===== config.mk =====
export PLATFORM = sky130hd
export DESIGN_NAME = io_arbiter
export DESIGN_NICKNAME = d
export VERILOG_FILES = /design/src/rtl/io_arb_pkg.sv /design/src/rtl/io_arbiter_rr_pick.sv /design/src/rtl/io_arbiter.sv
export SDC_FILE = /design/constraint.sdc
export NUM_CORES = 1
export LEC_CHECK = 0
export ABC_AREA = 1
export ABC_CLOCK_PERIOD_IN_PS = 2800
export CAP_MARGIN = 20
export CELL_PAD_IN_SITES_DETAIL_PLACEMENT = 1
export CELL_PAD_IN_SITES_GLOBAL_PLACEMENT = 1
export CORE_MARGIN = 2
export CORE_UTILIZATION = 31
export CTS_CLUSTER_DIAMETER = 40
export DETAILED_ROUTE_END_ITERATION = 10
export PLACE_DENSITY_LB_ADDON = 0.3
export RECOVER_POWER = 100
export SYNTH_ARGS = -nofsm -noshare
export SYNTH_HDL_FRONTEND = slang
export SYNTH_SLANG_ARGS = --single-unit

===== constraint.sdc =====
create_clock -name clk -period 2.8 [get_ports clk]
set_clock_uncertainty 0.1 [all_clocks]
set_input_delay 0.56 -clock clk [delete_from_list [all_inputs] [get_ports clk]]
set_output_delay 0.56 -clock clk [all_outputs]
set_load 0.01 [all_outputs]

===== src/rtl/io_arb_pkg.sv =====
// Shared types and widths for the io port arbiter and its round-robin picker.
package io_arb_pkg;

    typedef enum logic [1:0] {
        ArbIdle,
        ArbAccess,
        ArbDone
    } ArbState;

    localparam int unsigned IO_ADDR_W = 16;
    localparam int unsigned IO_DATA_W = 16;
    localparam int unsigned WAIT_W    = 4;

    // Width of the rotation pointer / winner index for a given requester count.
    function automatic int unsigned arb_idx_w(input int unsigned nreq);
        return (nreq > 1) ? $clog2(nreq) : 1;
    endfunction

endpackage


===== src/rtl/io_arbiter_rr_pick.sv =====
// Combinational round-robin picker: first set req bit searching upward from ptr with wrap.
module rr_pick
    import io_arb_pkg::*;
#(
    parameter int unsigned NREQ  = 2,
    parameter int unsigned IDX_W = arb_idx_w(NREQ)
) (
    input  logic [NREQ-1:0]  req,
    input  logic [IDX_W-1:0] ptr,
    output logic             any,
    output logic [IDX_W-1:0] idx
);

    logic [IDX_W-1:0] cand;

    always_comb begin
        any  = 1'b0;
        idx  = '0;
        cand = '0;
        for (int unsigned i = 0; i < NREQ; i++) begin
            cand = IDX_W'((32'(ptr) + i) % NREQ);
            if (!any && req[cand]) begin
                any = 1'b1;
                idx = cand;
            end
        end
    end

endmodule


===== src/rtl/io_arbiter.sv =====
// Round-robin arbiter sharing one 16-bit io port between NREQ masters via req/ack.
// Optional IO_ARB_LOCK_EN adds a lock input that keeps the grant on the current winner.
module io_arbiter
    import io_arb_pkg::*;
#(
    parameter int unsigned NREQ        = 2,
    parameter int unsigned WAIT_CYCLES = 1
) (
    input  logic                      clk,
    input  logic                      async_rst,
    input  logic [NREQ-1:0]           req,
    input  logic [NREQ-1:0]           we,
    input  logic [NREQ*IO_ADDR_W-1:0] addr,
    input  logic [NREQ*IO_DATA_W-1:0] wdata,
`ifdef IO_ARB_LOCK_EN
    input  logic [NREQ-1:0]           lock,
`endif
    output logic [NREQ-1:0]           ack,
    output logic [IO_DATA_W-1:0]      rdata,
    output logic                      busy,
    output logic [IO_ADDR_W-1:0]      io_addr,
    output logic [IO_DATA_W-1:0]      io_data,
    output logic                      io_write,
    input  logic [IO_DATA_W-1:0]      io_data_out
);

    localparam int unsigned IDX_W = arb_idx_w(NREQ);

    ArbState              state_q, state_d;
    logic [IDX_W-1:0]     ptr_q, ptr_d;
    logic [IDX_W-1:0]     win_q, win_d;
    logic                 we_q, we_d;
    logic [IO_ADDR_W-1:0] addr_q, addr_d;
    logic [IO_DATA_W-1:0] wdata_q, wdata_d;
    logic [WAIT_W-1:0]    cnt_q, cnt_d;
    logic [IO_DATA_W-1:0] rd_q, rd_d;

    logic [IO_ADDR_W-1:0] addr_a  [NREQ];
    logic [IO_DATA_W-1:0] wdata_a [NREQ];
    logic                 pick_any;
    logic [IDX_W-1:0]     pick_idx;
    logic [IDX_W-1:0]     next_ptr;
    logic                 hold_ptr;

    for (genvar g = 0; g < NREQ; g++) begin : g_unpack
        assign addr_a[g]  = addr[g*IO_ADDR_W +: IO_ADDR_W];
        assign wdata_a[g] = wdata[g*IO_DATA_W +: IO_DATA_W];
    end

    rr_pick #(
        .NREQ  (NREQ),
        .IDX_W (IDX_W)
    ) u_pick (
        .req (req),
        .ptr (ptr_q),
        .any (pick_any),
        .idx (pick_idx)
    );

    assign next_ptr = (win_q == IDX_W'(NREQ - 1)) ? '0 : win_q + IDX_W'(1);

`ifdef IO_ARB_LOCK_EN
    assign hold_ptr = lock[win_q];
`else
    assign hold_ptr = 1'b0;
`endif

    always_ff @(posedge clk or posedge async_rst) begin
        if (async_rst) begin
            state_q <= ArbIdle;
            ptr_q   <= '0;
            win_q   <= '0;
            we_q    <= 1'b0;
            addr_q  <= '0;
            wdata_q <= '0;
            cnt_q   <= '0;
            rd_q    <= '0;
        end else begin
            state_q <= state_d;
            ptr_q   <= ptr_d;
            win_q   <= win_d;
            we_q    <= we_d;
            addr_q  <= addr_d;
            wdata_q <= wdata_d;
            cnt_q   <= cnt_d;
            rd_q    <= rd_d;
        end
    end

    always_comb begin
        state_d = state_q;
        ptr_d   = ptr_q;
        win_d   = win_q;
        we_d    = we_q;
        addr_d  = addr_q;
        wdata_d = wdata_q;
        cnt_d   = cnt_q;
        rd_d    = rd_q;
        unique case (state_q)
            ArbIdle: begin
                if (pick_any) begin
                    win_d   = pick_idx;
                    we_d    = we[pick_idx];
                    addr_d  = addr_a[pick_idx];
                    wdata_d = wdata_a[pick_idx];
                    cnt_d   = WAIT_W'(WAIT_CYCLES);
                    state_d = ArbAccess;
                end
            end
            ArbAccess: begin
                cnt_d = cnt_q - WAIT_W'(1);
                // Read data is captured on the final access edge, while the port is still driven.
                if (cnt_q == WAIT_W'(1)) begin
                    rd_d    = we_q ? '0 : io_data_out;
                    state_d = ArbDone;
                end
            end
            ArbDone: begin
                ptr_d   = hold_ptr ? win_q : next_ptr;
                state_d = ArbIdle;
            end
            default: state_d = ArbIdle;
        endcase
    end

    always_comb begin
        ack = '0;
        if (state_q == ArbDone) begin
            ack[win_q] = 1'b1;
        end
    end

    // io_write decodes straight from state so an async reset drops it immediately.
    assign io_write = (state_q == ArbAccess) && we_q;
    assign busy     = (state_q != ArbIdle);
    assign io_addr  = addr_q;
    assign io_data  = wdata_q;
    assign rdata    = (state_q == ArbDone) ? rd_q : '0;

endmodule


### Word level (Yosys, flattened, before mapping)

Cells that the tools add are included.

* memory bits (writable): 0
* logic and storage cells: 61
* latch bits: 0
* register bits: 57
* output and inout bits: 52
* bits in read-only memories: 0
* memories: 0
* input port bits: 86

* magnitude comparators: 6
* bitwise gates (word level): 1
* $add $sub $neg: 3
* shifts and indexed selects: 0
* multiplexer cells: 27
* div/mod/pow operators: 0
* reductions and logical operators: 11
* eq/ne operators: 5
* multiply operators: 0

Operators with widths (count)
* two-way mux 16 bit: 8
* two-way mux 1 bit: 12
* < comparator 1 x 2 -> 1 bit, second input constant: 4
* case mux 4 bit (2 select lines): 1
* AND reduction 2 bit: 4
* two-way mux 2 bit: 3
* equality test 4 x 1 -> 1 bit, second input constant: 1
* two-way mux 4 bit: 1
* inequality test 2 bit, second input constant: 2
* case mux 2 bit (2 select lines): 1
* nonzero test 2 bit: 2
* subtractor 4 x 1 -> 4 bit, second input constant: 1
* logical AND 1 bit: 3
* adder 1 bit, second input constant: 2
* equality test 2 x 1 -> 1 bit, second input constant: 1
* equality test 2 bit, second input constant: 1
* greater-or-equal comparator 2 bit, second input constant: 1
* logical NOT 2 bit: 1
* inverter 1 -> 2 bit: 1
* demux 1 bit (select 1 bit): 1
* greater-or-equal comparator 1 bit, second input constant: 1
* logical NOT 1 bit: 1

### Longest topological paths before layout

Gate-level depths: netlist of the first run.

* depth in word-level cells: 10
* gate-level depth with buffers: 8
* mapped depth without buffers: 7

### Hierarchy

Synthesis of the first run repeated with hierarchy kept, for this count alone.

* cell total of the unflattened synthesis: 438
* area, all modules: 3010.4 sq um

By module, submodules not included
* io_arbiter: cells each 434, area each 2991.6 sq um, sequential area each 1426.4 sq um, instances 1
* rr_pick: cells each 4, area each 18.8 sq um, sequential area each 0.0 sq um, instances 1

### Worst setup path after synthesis of the first run

Ideal clock, no wire load.

* path type: register -> output
* from: reg state_q[0]
* to: out ack[0]
* arrival: 975 ps
* cell stages (with the launch flop): 5
* setup slack: 1165 ps
* buffers on the path: 1
* required time: 2140 ps
* cell sequence: dfrtp_1 inv_2 nand2_1 buf_2 nor2_1

* word-level cells in the longest chain between the ends: 2

Ends and longest elaborated chain
* from (decl): line io_arbiter.sv:29 `ArbState state_q, state_d;`
* from (signal assigned): line io_arbiter.sv:70 `state_q <= ArbIdle;`
* from (signal assigned): line io_arbiter.sv:79 `state_q <= state_d;`
* equality test 2 bit: line io_arbiter.sv:128 `if (state_q == ArbDone) begin`
* two-way mux 2 bit: line io_arbiter.sv:128
* to (decl): line io_arbiter.sv:18 `output logic [NREQ-1:0] ack,`

Every way passes these cells.

### Final worst setup path of the first run

* from: reg state_q[1]
* to: out io_write

* word-level cells in the longest chain between the ends: 2

Ends and longest elaborated chain
* equality test 2 x 1 -> 1 bit: line io_arbiter.sv:134 `assign io_write = (state_q == ArbAccess) && we_q;`
* logical AND 1 bit: line io_arbiter.sv:134
* to (decl): line io_arbiter.sv:23 `output logic io_write,`

Every way passes these cells.

==> results.ini, run 1 <==
[run_status]
status=finished, final reports clean

[logic_synthesis]
synthSimpleGateAreaFrac=0.367
syn_inst=473
synth_seq_cells=57
synth_compound_area_frac=0.00633
synthTopCellsByCount=nand2_1 (162), inv_1 (108), nand3_1 (73)
async_flop_share=1.00
yosys.area_share.xor_xnor=0
synth_top_family_by_area=simple AND/OR/NAND/NOR gates
yosysMostFrequentCell=nand2_1
synthAdderAreaFrac=0.00791
synth_mux_area_frac=0
netlist.area_leader.share=0.451
synthesis.nets=561
synth_edf_count=0
synth_cell_type_count=18
avgSynthCellArea_sq_um=6.69
synth_area_leaders=dfrtp_1 (45%), nand2_1 (19%), inv_1 (13%)
synthFlopType=dfrtp_1
synthesis.area_sq_um=3160
ys_warn_count=0
yosys.area.top_type=dfrtp_1
synth.yosys.seq_area_share=0.451

[critical_path]
crit_path_end_kind=primary output
crit_type=flop to primary output
startpoint=state_q[1]
reg2reg_slack_ps=520
required_ps=2140
cpPeakStageDelay_ps=560
cp-start-kind=flop
cpMaxStageDelayCell=clkdlybuf4s50_1
arrival_ps=1930
path_common_cell=nor2_1
r2r_start=state_q[1]
cp_cell_sequence=nor2_1, inv_2, nor2_1, clkdlybuf4s50_1
r2r_cells=5
cp_max_fo=8
timing.critical_path.to=io_write
r2r-end=rd_q[15]

[die]
die_area_sq_um=11000
initial_core_util=0.322
coreArea_sq_um=9820
die_h_um=105
fp-row-count=36
die_w_um=105
io_pins=138

[pwr]
combPwrFrac=0.462
netSwitchingFraction=0.396
p_seq_frac=0.331
p_sw_uw=1720
ir_drop_mv=0.297
p_leak_uw=0.00272
powerDensity_nw_per_um2=891
internal_power_uw=2630
clockPowerShare=0.207

[worst_hold_path]
hold_path.class=flop to flop
min_path_cells=2

[detailed_routing]
viasPerCell=4.48
wl_um=10400
antenna_left=0
drc=0
vias=3339
post_drt_wl_per_cell_um=14.0
dr.pass1.iters=4
drt_iter0_markers=77

[clock_tree]
cts_tree=built
clk_latency_ps=330
clk_pin_slew_ps=70
cts_root_buffer=clkbuf_8
cts_max_path_buffers=2
numClockSinks=57
postCtsSetupBuffers=0
htreeDepth=3
cts_buffers=9

[placed_design]
dpl_cell_area_sq_um=4690
hpwl_um=7680
numPortBuffers=137
gp_congestion=0.748

[global_routing]
first_global_vias=3685
grt_start_max_net_pins=34
grt_pass1_wl_um=17800
antenna_found_initial=0
grtUsageTotal=0.202
overflow=0

[sta]
worst_pin_slew_ps=1170
setup_tns_ps=0
max_freq_ghz=0.386
slew_headroom=0.213
min_period_ps=2590
holdWs_ps=375
setup_violations=0
slew_viol_final=0
post-route-period-util=0.925
hold_violations=0
rsz0062_at_grt=false

[finish]
syn_to_final_growth_pct=54.4
drive_gt1_frac=0.0489
final_area_sq_um=4890
fin_nets=696
diodes=0

[run]
maxCapViolCount=0

## placed cells by master (no fill, tap or decap)
cell | Yosys | routed
nand2_1 | 162 | 161
nor2_4 | 3 | 1
buf_4 | 4 | 5
nand2_2 | 1 | 2
nand3_1 | 73 | 73
dfrtp_1 | 57 | 57
ha_1 | 2 | 2
inv_1 | 108 | 108
clkbuf_2 | 0 | 1
a21oi_1 | 1 | 1
clkbuf_1 | 6 | 1
inv_2 | 2 | 2
clkinvlp_4 | 0 | 1
clkinv_2 | 0 | 2
buf_12 | 0 | 2
nor2_1 | 38 | 40
or2_2 | 1 | 1
dlygate4sd3_1 | 0 | 53
clkbuf_8 | 0 | 11
clkdlybuf4s50_1 | 0 | 84
o21ai_0 | 2 | 3
bufinv_16 | 0 | 2
## area by class of cell
cell class	count	area, sq um
fillers	1275	4930
repair buffers	146	1460
flip-flops and latches	57	1430
multi-input cells	284	1190
inverters	110	413
well taps	133	166
clock buffers	11	151
clock inverters	5	77.6
## per-stage QoR
step	power (uW)	std cells	worst slack, ps	utilization
floorplan	2570	473	740	-
global placement	3520	730	433	0.477
detailed placement	3630	730	336	0.477
CTS	4570	746	211	0.501
global route	4730	746	70.7	0.498
finish	4350	746	210	0.498
## sequential cells by signal, indices dropped and copies added, names as in the netlist
name and cells:
state_q 2, cnt_q 4, rd_q 16, io_addr 16, ptr_q 1, io_data 16, we_q 1, win_q 1
## timing repair
item	4_1_cts	5_1_grt
endpoints found under the setup margin	1	0
resized for setup	1	0
hold buffers	0	0
## how the worst min path moves through the flow
stage / slack (ps) / end / from
after floorplan: 340 / rd_q[0] / rd_q[0]
after global placement: 350 / rd_q[7] / rd_q[7]
after detailed placement: 360 / rd_q[12] / rd_q[12]
after CTS: 380 / io_addr[5] / io_addr[5]
after global routing: 410 / rd_q[2] / rd_q[2]
final: 380 / io_addr[5] / io_addr[5]
## logic make-up (layout without fill, tap and decap cells)
| family | Yosys count | after routing |
|---|---|---|
| fa+ha+maj | 2 | 2 |
| simple gates | 278 | 278 |
| compound gates | 4 | 4 |
| flops | 57 | 57 |
| buf+inv | 132 | 272 |
## layer usage
| metal | track usage | wire length, um |
|---|---|---|
| met1 | 0.227 | 4260 |
| met2 | 0.367 | 5470 |
| met3 | 0.0443 | 486 |
| met4 | 0.0819 | 226 |
| met5 | 0 | 0 |
## critical path, delay by kind of cell, from the launching register on
family | cells | cell delay, ps
simple gates | 2 | 470
buf+inv | 2 | 700
flops | 1 | 420
## power groups by stage
stage                     Sequential (uW)  Combinational [uW]  Clock (uW)
after global placement               1440                2080           0
final                                1440                2010         901
after CTS                            1460                2190         922
after floorplan                      1520                1050           0
after global routing                 1500                2280         953
after detailed placement             1460                2180           0
(Power assumes the default switching activity.)
==> run 2: changes to the inputs <==
--- a/config.mk
+++ b/config.mk
@@ -6,16 +6,16 @@
 export NUM_CORES = 1
 export LEC_CHECK = 0
 export ABC_AREA = 1
-export ABC_CLOCK_PERIOD_IN_PS = 2800
+export ABC_CLOCK_PERIOD_IN_PS = 3000
 export CAP_MARGIN = 20
 export CELL_PAD_IN_SITES_DETAIL_PLACEMENT = 1
 export CELL_PAD_IN_SITES_GLOBAL_PLACEMENT = 1
-export CORE_MARGIN = 2
 export CORE_UTILIZATION = 31
 export CTS_CLUSTER_DIAMETER = 40
 export DETAILED_ROUTE_END_ITERATION = 10
 export PLACE_DENSITY_LB_ADDON = 0.3
 export RECOVER_POWER = 100
+export SETUP_SLACK_MARGIN = 0.3
 export SYNTH_ARGS = -nofsm -noshare
 export SYNTH_HDL_FRONTEND = slang
 export SYNTH_SLANG_ARGS = --single-unit
==> constraint.sdc (replaced) <==
create_clock -name clk -period 3 [get_ports clk]
set_clock_uncertainty 0.1 [all_clocks]
set_input_delay 0.6 -clock clk [delete_from_list [all_inputs] [get_ports clk]]
set_output_delay 0.6 -clock clk [all_outputs]
set_load 0.01 [all_outputs]
==> run 2 against run 1 <==
Clock power fell by 22%. Sequential cell count did not move. Die area fell by 3.8%. Routed wire length fell by 3.6%. Non-clock buffer count rose by 2. Setup slack improved by 120 ps. First-iteration DRC count rose by 21%. Highest routed layer unchanged.
==> results.ini, run 2 (same netlist as run 1, synthesis figures left out) <==
[sta]
min_period_ps=2670
worst_pin_slew_ps=1160  ; -12.3 ps
setup_violations=0  ; unchanged
setup_tns_ps=0  ; unchanged
rsz0062_at_grt=false
hold_violations=0  ; unchanged
slew_headroom=0.226  ; +0.0136
max_freq_ghz=0.375
post-route-period-util=0.889
slew_viol_final=0  ; unchanged

[clock_tree]
postCtsSetupBuffers=0  ; unchanged
clk_latency_ps=330  ; about the same
cts_buffers=9  ; unchanged
numClockSinks=57  ; unchanged
clk_pin_slew_ps=70  ; about the same
cts_root_buffer=clkbuf_8
htreeDepth=3  ; unchanged
cts_hold_buf=0  ; unchanged
cts_resized=0  ; -1
cts_max_path_buffers=2  ; unchanged
cts_tree=built

[finish]
diodes=0  ; unchanged
fin_nets=698  ; +0.29%
final_area_sq_um=4850  ; -0.72%
syn_to_final_growth_pct=53.3
mostFrequentLayoutCells=nand2_1 (163), inv_1 (109), clkdlybuf4s50_1 (84)
drive_gt1_frac=0.0488  ; -0.000159
layout_commonest_cell=nand2_1
num-fill-cells=1312  ; +2.9%

[global_routing]
grtUsageMet1=0.251  ; +0.0246
grtUsageTotal=0.208  ; +0.00637
overflow=0  ; unchanged
first_global_vias=3519  ; -4.5%
top_usage_layer=met2
grt_start_max_net_pins=37  ; +8.8%
antenna_found_initial=0  ; unchanged
met3_usage=0.0522  ; +0.00791
grt_pass1_wl_um=16800  ; -5.8%
met2_usage=0.361  ; -0.00632

[worst_hold_path]
hold_path.class=flop to flop

[critical_path]
cp_max_fo=17  ; +9
required_ps=2300  ; +160 ps
startpoint=state_q[0]
arrival_ps=1970  ; +40 ps
cp_cell_sequence=inv_1, nand2_1, buf_4, nor2_1, dlygate4sd3_1
crit_path_end_kind=primary output
critical_path.top_delay_family=buffers and inverters
cpPeakStageDelay_ps=650  ; +90 ps
r2r_start=ptr_q
r2r_cells=7  ; +2
worstSetupPathDepth=5  ; +1
cp-start-kind=flop
reg2reg_slack_ps=970  ; +450 ps
cp.buffers_inverters=3  ; +1
crit_type=flop to primary output
r2r-end=io_addr[14]
timing.critical_path.to=rdata[15]
cpMaxStageDelayCell=dlygate4sd3_1

[placed_design]
dpl_cell_area_sq_um=4690  ; about the same
gp_congestion=0.771  ; +3.0%
numPortBuffers=137  ; unchanged
hpwl_um=7510  ; -2.2%

[detailed_routing]
vias=3318  ; -0.63%
viasPerCell=4.44  ; -0.89%
dr.pass1.iters=4  ; unchanged
drc=0  ; unchanged
wl_um=10100  ; -3.6%
antenna_left=0  ; unchanged
post_drt_wl_per_cell_um=13.5  ; -3.9%
drt_iter0_markers=93  ; +21%

[die]
coreArea_sq_um=9820  ; unchanged
io_pins=138  ; unchanged
die_h_um=103  ; -1.9%
initial_core_util=0.322  ; unchanged
die_area_sq_um=10600  ; -3.8%
die_w_um=103  ; -1.9%
fp-row-count=36  ; unchanged

[pwr]
powerDensity_nw_per_um2=803  ; -9.8%
ir_drop_mv=0.295  ; -0.91%
p_leak_uw=0.00271  ; -0.48%

[run_status]
status=finished, final reports clean

[run]
maxCapViolCount=0  ; unchanged

[run 2: changes by cell type in the layout (fill, tap and decap cells not counted), sizes merged]
cell      delta
clkinvlp     -1
clkbuf       +4
bufinv       -2
buf          +1
[run 2: worst min-delay path: stages, from the launching register on]
cell and delay, ps:
dfrtp_1 340, nand2_1 50, nand2_1 40
[run 2: area by class of cell]
class	count	area, sq um	share of cell area
sequential	57	1430	0.294
inverter	110	413	0.0851
clock buffer	14	183	0.0376
timing repair buffer	148	1450	0.298
tap	133	166	0.0343
clock inverter	2	10.0	0.00206
multi-input combinational	284	1210	0.249
[run 2: worst min-delay path by stage]
stage | start | endpoint | slack, ps | cells after the start
after floorplan | rd_q[0] | rd_q[0] | 340 | 2
after global placement | rd_q[6] | rd_q[6] | 350 | 2
after detailed placement | rd_q[14] | rd_q[14] | 360 | 2
after CTS | rd_q[14] | rd_q[14] | 370 | 2
after global routing | rd_q[14] | rd_q[14] | 390 | 2
final | rd_q[7] | rd_q[7] | 370 | 2
[run 2: power by group]
part           total, uW  internal (uW)  switching [uW]
Combinational       1860            799            1060
Sequential          1340           1130             206
Clock                699            388             311
Total               3900           2320            1580
[run 2: layer usage]
layer  vias up  routed length [um]
met4         0                 163
met5         -                   0
met3        15                 557
li1       1647                   -
met2        71                5140
met1      1585                4200
[run 2: per-stage QoR]
| stage | hold WS (ps) | power [uW] | setup WS, ps | cells | util |
|---|---|---|---|---|---|
| after detailed placement | 358 | 3360 | 626 | 732 | 0.478 |
| after global placement | 353 | 3260 | 665 | 732 | 0.478 |
| after CTS | 375 | 4090 | 407 | 748 | 0.497 |
| final | 370 | 3900 | 333 | 748 | 0.494 |
| after global routing | 395 | 4240 | 192 | 748 | 0.494 |
| after floorplan | 342 | 2400 | 900 | 473 | - |
==> run 3: changes to the inputs <==
--- a/config.mk
+++ b/config.mk
@@ -12,10 +12,11 @@
 export CELL_PAD_IN_SITES_GLOBAL_PLACEMENT = 1
 export CORE_UTILIZATION = 31
 export CTS_CLUSTER_DIAMETER = 40
+export CTS_CLUSTER_SIZE = 20
 export DETAILED_ROUTE_END_ITERATION = 10
 export PLACE_DENSITY_LB_ADDON = 0.3
 export RECOVER_POWER = 100
-export SETUP_SLACK_MARGIN = 0.3
+export SETUP_SLACK_MARGIN = 0.4
 export SYNTH_ARGS = -nofsm -noshare
 export SYNTH_HDL_FRONTEND = slang
 export SYNTH_SLANG_ARGS = --single-unit
==> run 3 against run 2 <==
Global-route usage is the same. Via count grew 0.45%. Register-to-register slack lost 20 ps. Die area is the same. Routed wire length grew 0.97%. Fmax grew 2.0%. Sequential cell count is the same. Core utilization shrank 0.27 points. Cell count is the same. Critical path type is now primary input to flop. Highest routed layer unchanged.
==> results.ini, run 3 (same netlist as run 1, synthesis figures left out) <==
[die]
io_pins=138  ; unchanged
die_h_um=103  ; unchanged
die_w_um=103  ; unchanged
coreArea_sq_um=9820  ; unchanged
fp-row-count=36  ; unchanged
die_area_sq_um=10600  ; unchanged
initial_core_util=0.322  ; unchanged

[sta]
rsz0062_at_grt=false
worst_pin_slew_ps=1150  ; -7.33 ps
hold_violations=0  ; unchanged
max_freq_ghz=0.383  ; +2.0%
min_period_ps=2610  ; -53.2 ps
holdWs_ps=370  ; -0.281 ps
setup_tns_ps=0  ; unchanged
slew_viol_final=0  ; unchanged
setup_violations=0  ; unchanged
post-route-period-util=0.871  ; -0.0177
slew_headroom=0.231  ; +0.00490

[pwr]
powerDensity_nw_per_um2=807  ; +0.50%
p_leak_uw=0.00269  ; -0.60%
power_uw=3900  ; about the same
ir_drop_mv=0.294  ; about the same

[finish]
syn_to_final_growth_pct=52.5
mostFrequentLayoutCells=nand2_1 (163), inv_1 (109), clkdlybuf4s50_1 (83)
layout_commonest_cell=nand2_1
drive_gt1_frac=0.0488  ; unchanged
fin_util=0.491  ; -0.00268
diodes=0  ; unchanged
final_cells=748  ; unchanged
fin_nets=698  ; unchanged

[critical_path]
crit_path_end_kind=flop
cpPeakStageDelay_ps=670  ; +20 ps
required_ps=3120  ; +820 ps
cpMaxStageDelayCell=dlygate4sd3_1
reg2reg_slack_ps=950  ; -20 ps
path_common_cell=nand2_1
arrival_ps=2740  ; +770 ps
crit_type=primary input to flop
cp_cell_sequence=dlygate4sd3_1, nand2_1, nand2_1, clkbuf_1, nand2_1, nand3_1, nand2_1
cp_max_fo=17  ; unchanged
cp-start-kind=primary input

[placed_design]
gp_congestion=0.771  ; unchanged
hpwl_um=7510  ; unchanged
dp_cells=732  ; unchanged
numPortBuffers=137  ; unchanged

[clock_tree]
cts_hold_buf=0  ; unchanged
clk_latency_ps=340  ; about the same
cts_buffers=9  ; unchanged
htreeDepth=3  ; unchanged
clk_pin_slew_ps=70  ; about the same
numClockSinks=57  ; unchanged
cts_max_path_buffers=2  ; unchanged
cts_tree=built
cts_root_buffer=clkbuf_8

[detailed_routing]
drc=0  ; unchanged
viasPerCell=4.46  ; +0.45%
dr.pass1.iters=4  ; unchanged
vias=3333  ; +0.45%
drt_iter0_markers=89  ; -4.3%
wl_um=10200  ; +0.97%
antenna_left=0  ; unchanged
post_drt_wl_per_cell_um=13.6  ; +0.97%

[run_status]
status=finished, final reports clean

[global_routing]
first_global_vias=3519  ; unchanged
grtUsageTotal=0.208  ; unchanged
overflow=0  ; unchanged
grt_pass1_wl_um=16800  ; unchanged
grt_start_max_net_pins=37  ; unchanged
antenna_found_initial=0  ; unchanged

[worst_hold_path]
hold_path.class=flop to flop

[run]
maxCapViolCount=0  ; unchanged

run 3: cell count changes in the layout (fill, tap and decap cells not counted), sizes merged:
cell,before,now
clkdlybuf4s50,84,83
buf,8,9
dlygate4sd3,53,46
clkbuf,17,23
dlymetal6s2s,0,1
run 3: final timing paths:
| path | start | to | depth (start not counted) |
|---|---|---|---|
| max | req[0] | io_addr[14] | 7 |
| min | rd_q[7] | rd_q[7] | 2 |
| max reg2reg | cnt_q[1] | rd_q[3] | 6 |
| min reg2reg | rd_q[7] | rd_q[7] | 2 |
| max in group asynchronous | async_rst | io_addr[4] | 3 |
| min in group asynchronous | async_rst | rd_q[0] | 2 |
run 3: critical path: cells and delay by family:
kind / cells / cell delay, ps
AND/OR/NAND/NOR: 5 / 910
buffers and inverters: 2 / 1210
run 3: final cells by class:
class                   instances  area [sq um]
clock buffers                  14           183
clock inverters                 2          10.0
fillers                      1313          4990
inverters                     110           413
multi-input cells             284          1210
flip-flops and latches         57          1430
well taps                     133           166
repair buffers                148          1420
run 3: per-stage QoR:
step                      worst slack, ps  instance area (sq um)
final                                 386                   4830
after global routing                  232                   4830
after CTS                             407                   4880
after detailed placement              626                   4690
after global placement                665                   4690
after floorplan                       900                   3160
run 3: repair_timing:
| item | in CTS | in global routing |
|---|---|---|
| endpoints found under the hold margin | 0 | 0 |
| setup buffers | 0 | 0 |
| setup endpoints to repair | 0 | 8 |
| resized for setup | 0 | 8 |
run 3: per-layer routing:
metal  global-route usage  routed length, um  up-vias
li1                     -                  -     1649
met1                0.251               4170     1585
met2                0.361               5210       84
met3               0.0522                609       15
met4               0.0715                170        0
met5                    0                  0        -
run 3: power by group:
group          internal, uW  switching [uW]  leakage [uW]  total (uW)
clock                   388             312      0.000102         700
sequential             1140             206      0.000704        1340
combinational           795            1060       0.00189        1860
==> edit 1 (settings of run 3) <==
The 3 states of `ArbState` get a one-hot encoding in 3 bits.
--- a/src/rtl/io_arb_pkg.sv
+++ b/src/rtl/io_arb_pkg.sv
@@ -1,10 +1,10 @@
 // Shared types and widths for the io port arbiter and its round-robin picker.
 package io_arb_pkg;
 
-    typedef enum logic [1:0] {
-        ArbIdle,
-        ArbAccess,
-        ArbDone
+    typedef enum logic [2:0] {
+        ArbIdle   = 3'b001,
+        ArbAccess = 3'b010,
+        ArbDone   = 3'b100
     } ArbState;
 
     localparam int unsigned IO_ADDR_W = 16;
Function: same outputs for any inputs over 4 cycles, from zero or initial values and one cycle with async_rst high; so few cycles prove little.
==> edit 1 against run 3 <==
  * Worst setup slack got worse by 30 ps
  * Fmax down 1.1%
  * Count of clock-buffer cells in the layout fell by 2
  * Critical path depth is 3 lower
  * Synthesized area fell by 6.4%
  * Sequential cell count grew 1
  * Final area shrank 4.4%
  * Power shrank 4.9%
  * Hold slack gained 6.1 ps
  * Routed wire length decreased by 5.5%
==> edit 1: results (changes against run 3) <==
INFO  metric place_hpwl = 6.978 mm (-7.1%)
INFO  metric ctsRootBufferMaster = clkbuf_8
INFO  metric grt_use_total = 0.1998 (-0.008376)
INFO  metric number_of_warnings_reported_in_the_yosys_synthesis_log = 0 (unchanged)
INFO  metric ys_types = 23 (+5)
INFO  metric worst_slew_margin_rel = 0.3564 (+0.1250)
INFO  metric arrival = 1940 ps (-800 ps)
INFO  metric share_of_final_layout_standard_cells_stronger_than_drive_strength_1 = 0.05808 (+0.009296)
INFO  metric status = complete, no violations
INFO  metric cp_max_fo = 9 (-8)
INFO  metric synth_sequential_area_ratio = 0.4905 (+0.03972)
INFO  metric max-vdd-ir-drop = 336.1 uV (+14%)
INFO  metric reg2reg_setup_slack = 660 ps (-290 ps)
INFO  metric detailedRoute.firstPassIterationCount = 4 (unchanged)
INFO  metric min-delay-path-class = reg2reg
INFO  metric p_leak = 2.456 nW (-8.8%)
INFO  metric detail_route.iter0.violations = 94 (+5.6%)
INFO  metric ctsHtreeMaxLevel = 3 (unchanged)
INFO  metric vias_in_the_first_global_route = 3245 (-7.8%)
INFO  metric insertion_delay = around 330 ps
INFO  metric mappedNetlistNets = 500 (-11%)
INFO  metric grt_first_pass_wirelength = 15.50 mm (-7.5%)
INFO  metric tritoncts.num_buffers = 9 (unchanged)
INFO  metric fill_cells = 1146 (-13%)
INFO  metric diodes = 0 (unchanged)
INFO  metric synth_commonest_cells = nand2_1 (213), dfrtp_1 (57), nand3_1 (55)
INFO  metric postCtsSetupRepairBufs = 0 (unchanged)
INFO  metric nNetsFinal = 635 (-9.0%)
INFO  metric globalplace.congestion = 0.7385 (-4.2%)
INFO  metric top_area_cells_in_the_synthesized_netlist = dfrtp_1 (48%), nand2_1 (27%), nand3_1 (9.3%), inv_1 (3.7%), nor2_1 (2.8%)
INFO  metric drcViolationCount = 0 (unchanged)
INFO  metric route.final.wire_length = 9.600 mm (-5.5%)
INFO  metric vias_cell = 4.572 (+2.6%)
INFO  metric clock.fmax = 378.2 MHz (-1.1%)
INFO  metric dp_worst_setup_slack = 441.2 ps (-185.3 ps)
INFO  metric pin_count_of_the_biggest_net_entering_global_routing = 36 (-2.7%)
INFO  metric clkTransAtPathRegs = about 60 ps
INFO  metric port_buffers = 137 (unchanged)
-- edit 1: cell count changes after synthesis, moves of 2 or more --
cell,change
nand3_1,-18
nor2_1,-16
nand2_1,+51
nor2_4,-3
clkbuf_1,-2
nand4_1,+2
inv_1,-79
-- edit 1: final timing paths --
| kind | startpoint | to | cells after the start |
|---|---|---|---|
| setup / recovery | state_q[1] | rdata[4] | 4 |
| hold / removal | io_data[13] | io_data[13] | 2 |
| setup reg to reg | cnt_q[1] | rd_q[8] | 7 |
| hold reg to reg | io_data[13] | io_data[13] | 2 |
| max in group asynchronous | async_rst | state_q[0] | 3 |
| min in group asynchronous | async_rst | io_data[4] | 2 |
-- edit 1: metrics by stage --
stage	area, sq um	hold slack [ps]	power (mW)	std cells
floorplan	2962	349.1	2.345	412
global placement	4438	360.2	3.080	664
detailed placement	4438	368.5	3.182	664
CTS	4618	386.9	3.858	679
global route	4614	403.5	4.021	680
finish	4614	376.0	3.706	680
-- edit 1: worst max-delay path, stage by stage, from the launching register on --
cell and delay (ps):
dfrtp_2 460, nor2_4 140, nand2_1 250, nor2_1 160
dlygate4sd3_1 610
-- edit 1: per-layer routing --
layer,up-vias,global-route usage,wire [um]
li1,1523,-,-
met1,1505,0.2208,3914
met2,72,0.3767,5062
met3,9,0.04568,509
met4,0,0.06109,113
met5,-,0,0
-- edit 1: power by group --
group          total [mW]  internal, mW  switching [mW]
clock               0.633         0.336           0.297
sequential           1.36          1.15           0.208
combinational        1.71         0.710            1.00
-- edit 1: repair_timing --
action                                 4_1_cts  5_1_grt
setup endpoints to repair                   18        9
resized for setup                            3        3
endpoints found under the hold margin        0        0
cloned                                       0        1
pin swaps                                    1        1
-- edit 1: final cells by class --
| cell class | instances | area (sq um) | share of cell area |
|---|---|---|---|
| timing repair buffer | 144 | 1426 | 0.3091 |
| tap | 129 | 161.4 | 0.03498 |
| clock inverter | 3 | 15.01 | 0.003254 |
| sequential | 58 | 1454 | 0.3151 |
| multi-input combinational | 302 | 1281 | 0.2777 |
| inverter | 32 | 121.4 | 0.02630 |
| clock buffer | 12 | 155.1 | 0.03362 |
-- edit 1: cell families after synthesis --
group	synth area share
compound gates	0.003377
fa+ha+maj	0.008448
buf+inv	0.08238
flops	0.4905
simple gates	0.4153
==> edit 2 (config.mk and constraints of run 3) <==
Made on the original files. Add a define of `IO_ARB_LOCK_EN`.
--- a/src/rtl/io_arbiter.sv
+++ b/src/rtl/io_arbiter.sv
@@ -1,5 +1,7 @@
 // Round-robin arbiter sharing one 16-bit io port between NREQ masters via req/ack.
 // Optional IO_ARB_LOCK_EN adds a lock input that keeps the grant on the current winner.
+`define IO_ARB_LOCK_EN
+
 module io_arbiter
     import io_arb_pkg::*;
 #(
Ports: changed (added lock); port bits go from 138 to 140. The function was not compared with the original's and may differ.
==> edit 2 against run 3 <==
  * Fmax rose by 3.8%
  * Final area rose by 1.6%
  * Synthesized area rose by 0.51%
  * Sequential cell count did not move
  * Critical path depth fell by 2
  * Routed wire length fell by 1.2%
  * Non-clock buffer count fell by 1
  * Power rose by 1.5%
  * Worst setup slack improved by 96 ps
  * Hold slack got worse by 3.4 ps
  * Critical endpoint is now rdata[3]
  * Largest power group unchanged
  * Highest routed layer unchanged
==> edit 2: results (changes against run 3) <==
INFO  metric share_of_final_layout_standard_cells_stronger_than_drive_strength_1 = 0.05024 (+0.001463)
INFO  metric grt_use_total = 0.2012 (-0.006895)
INFO  metric detailed_place.area = 4705 sq um (+0.29%)
INFO  metric synth_sequential_area_ratio = 0.4485 (-0.002305)
INFO  metric ys_types = 17 (-1)
INFO  metric cp_max_fo = 18 (+1)
INFO  metric power.sequential.fraction = 0.342 (-0.002)
INFO  metric p_leak = 2.723 nW (+1.1%)
INFO  metric vias_in_the_first_global_route = 3462 (-1.6%)
INFO  metric clock_cell_area_share = 0.03982 (-0.0001111)
INFO  metric worst_slew_margin_rel = 0.2781 (+0.04674)
INFO  metric mappedNetlistNets = 567 (+1.1%)
INFO  metric area_delta_synth_final = 54.13%
INFO  metric place_hpwl = 7.558 mm (+0.62%)
INFO  metric number_of_non_filler_instances_in_the_completed_layout = 750 (+0.27%)
INFO  metric max-vdd-ir-drop = 332.1 uV (+13%)
INFO  metric status = complete, no violations
INFO  metric final.clkbuf_count = 12 (-2)
INFO  metric detail_route.iter0.violations = 84 (-5.6%)
INFO  metric globalplace.congestion = 0.8233 (+6.8%)
INFO  metric route.final.wire_length = 10.04 mm (-1.2%)
INFO  metric critPathCaptureType = primary output
INFO  metric bufAreaShareNonClock = 0.2986 (+0.004610)
INFO  metric route.met2.wl = 5.120 mm (-1.8%)
INFO  metric grt_first_pass_wirelength = 16.31 mm (-2.6%)
INFO  metric power.net_switching = 1.589 mW (+0.72%)
INFO  metric synth_commonest_cells = nand2_1 (163), inv_1 (108), nand3_1 (73)
INFO  metric syn-instance-count = 477 (+0.85%)
INFO  metric nNetsFinal = 703 (+0.72%)
INFO  metric p_per_area = 806.9 nW/um^2 (about the same)
INFO  metric multi_input_gate_share_of_total_cell_area = 0.2511 (+0.0006947)
INFO  metric dp_worst_setup_slack = 350.8 ps (-275.6 ps)
==> edit 2: tightest hold or removal path, stage by stage, from the launching register on <==
cell and delay [ps]:
dfrtp_1 340, nand2_1 50, nand2_1 40
==> edit 2: routing by layer <==
metal / up-vias / global-route usage
li1: 1654 / -
met1: 1604 / 0.2399
met2: 87 / 0.3631
met3: 11 / 0.04503
met4: 0 / 0.05742
met5: - / 0
==> edit 2: path summary, 6_finish.rpt <==
kind	startpoint	endpoint	slack (ps)
max	state_q[1]	rdata[3]	480
min	rd_q[10]	rd_q[10]	370
max reg2reg	state_q[0]	rd_q[11]	1030
min reg2reg	rd_q[10]	rd_q[10]	370
max in group asynchronous	async_rst	io_addr[4]	1170
min in group asynchronous	async_rst	rd_q[13]	890
==> edit 2: kinds of logic after synthesis <==
family          synth area share
compound gates          0.007867
fa+ha+maj               0.007867
buf+inv                   0.1680
flops                     0.4485
simple gates              0.3678
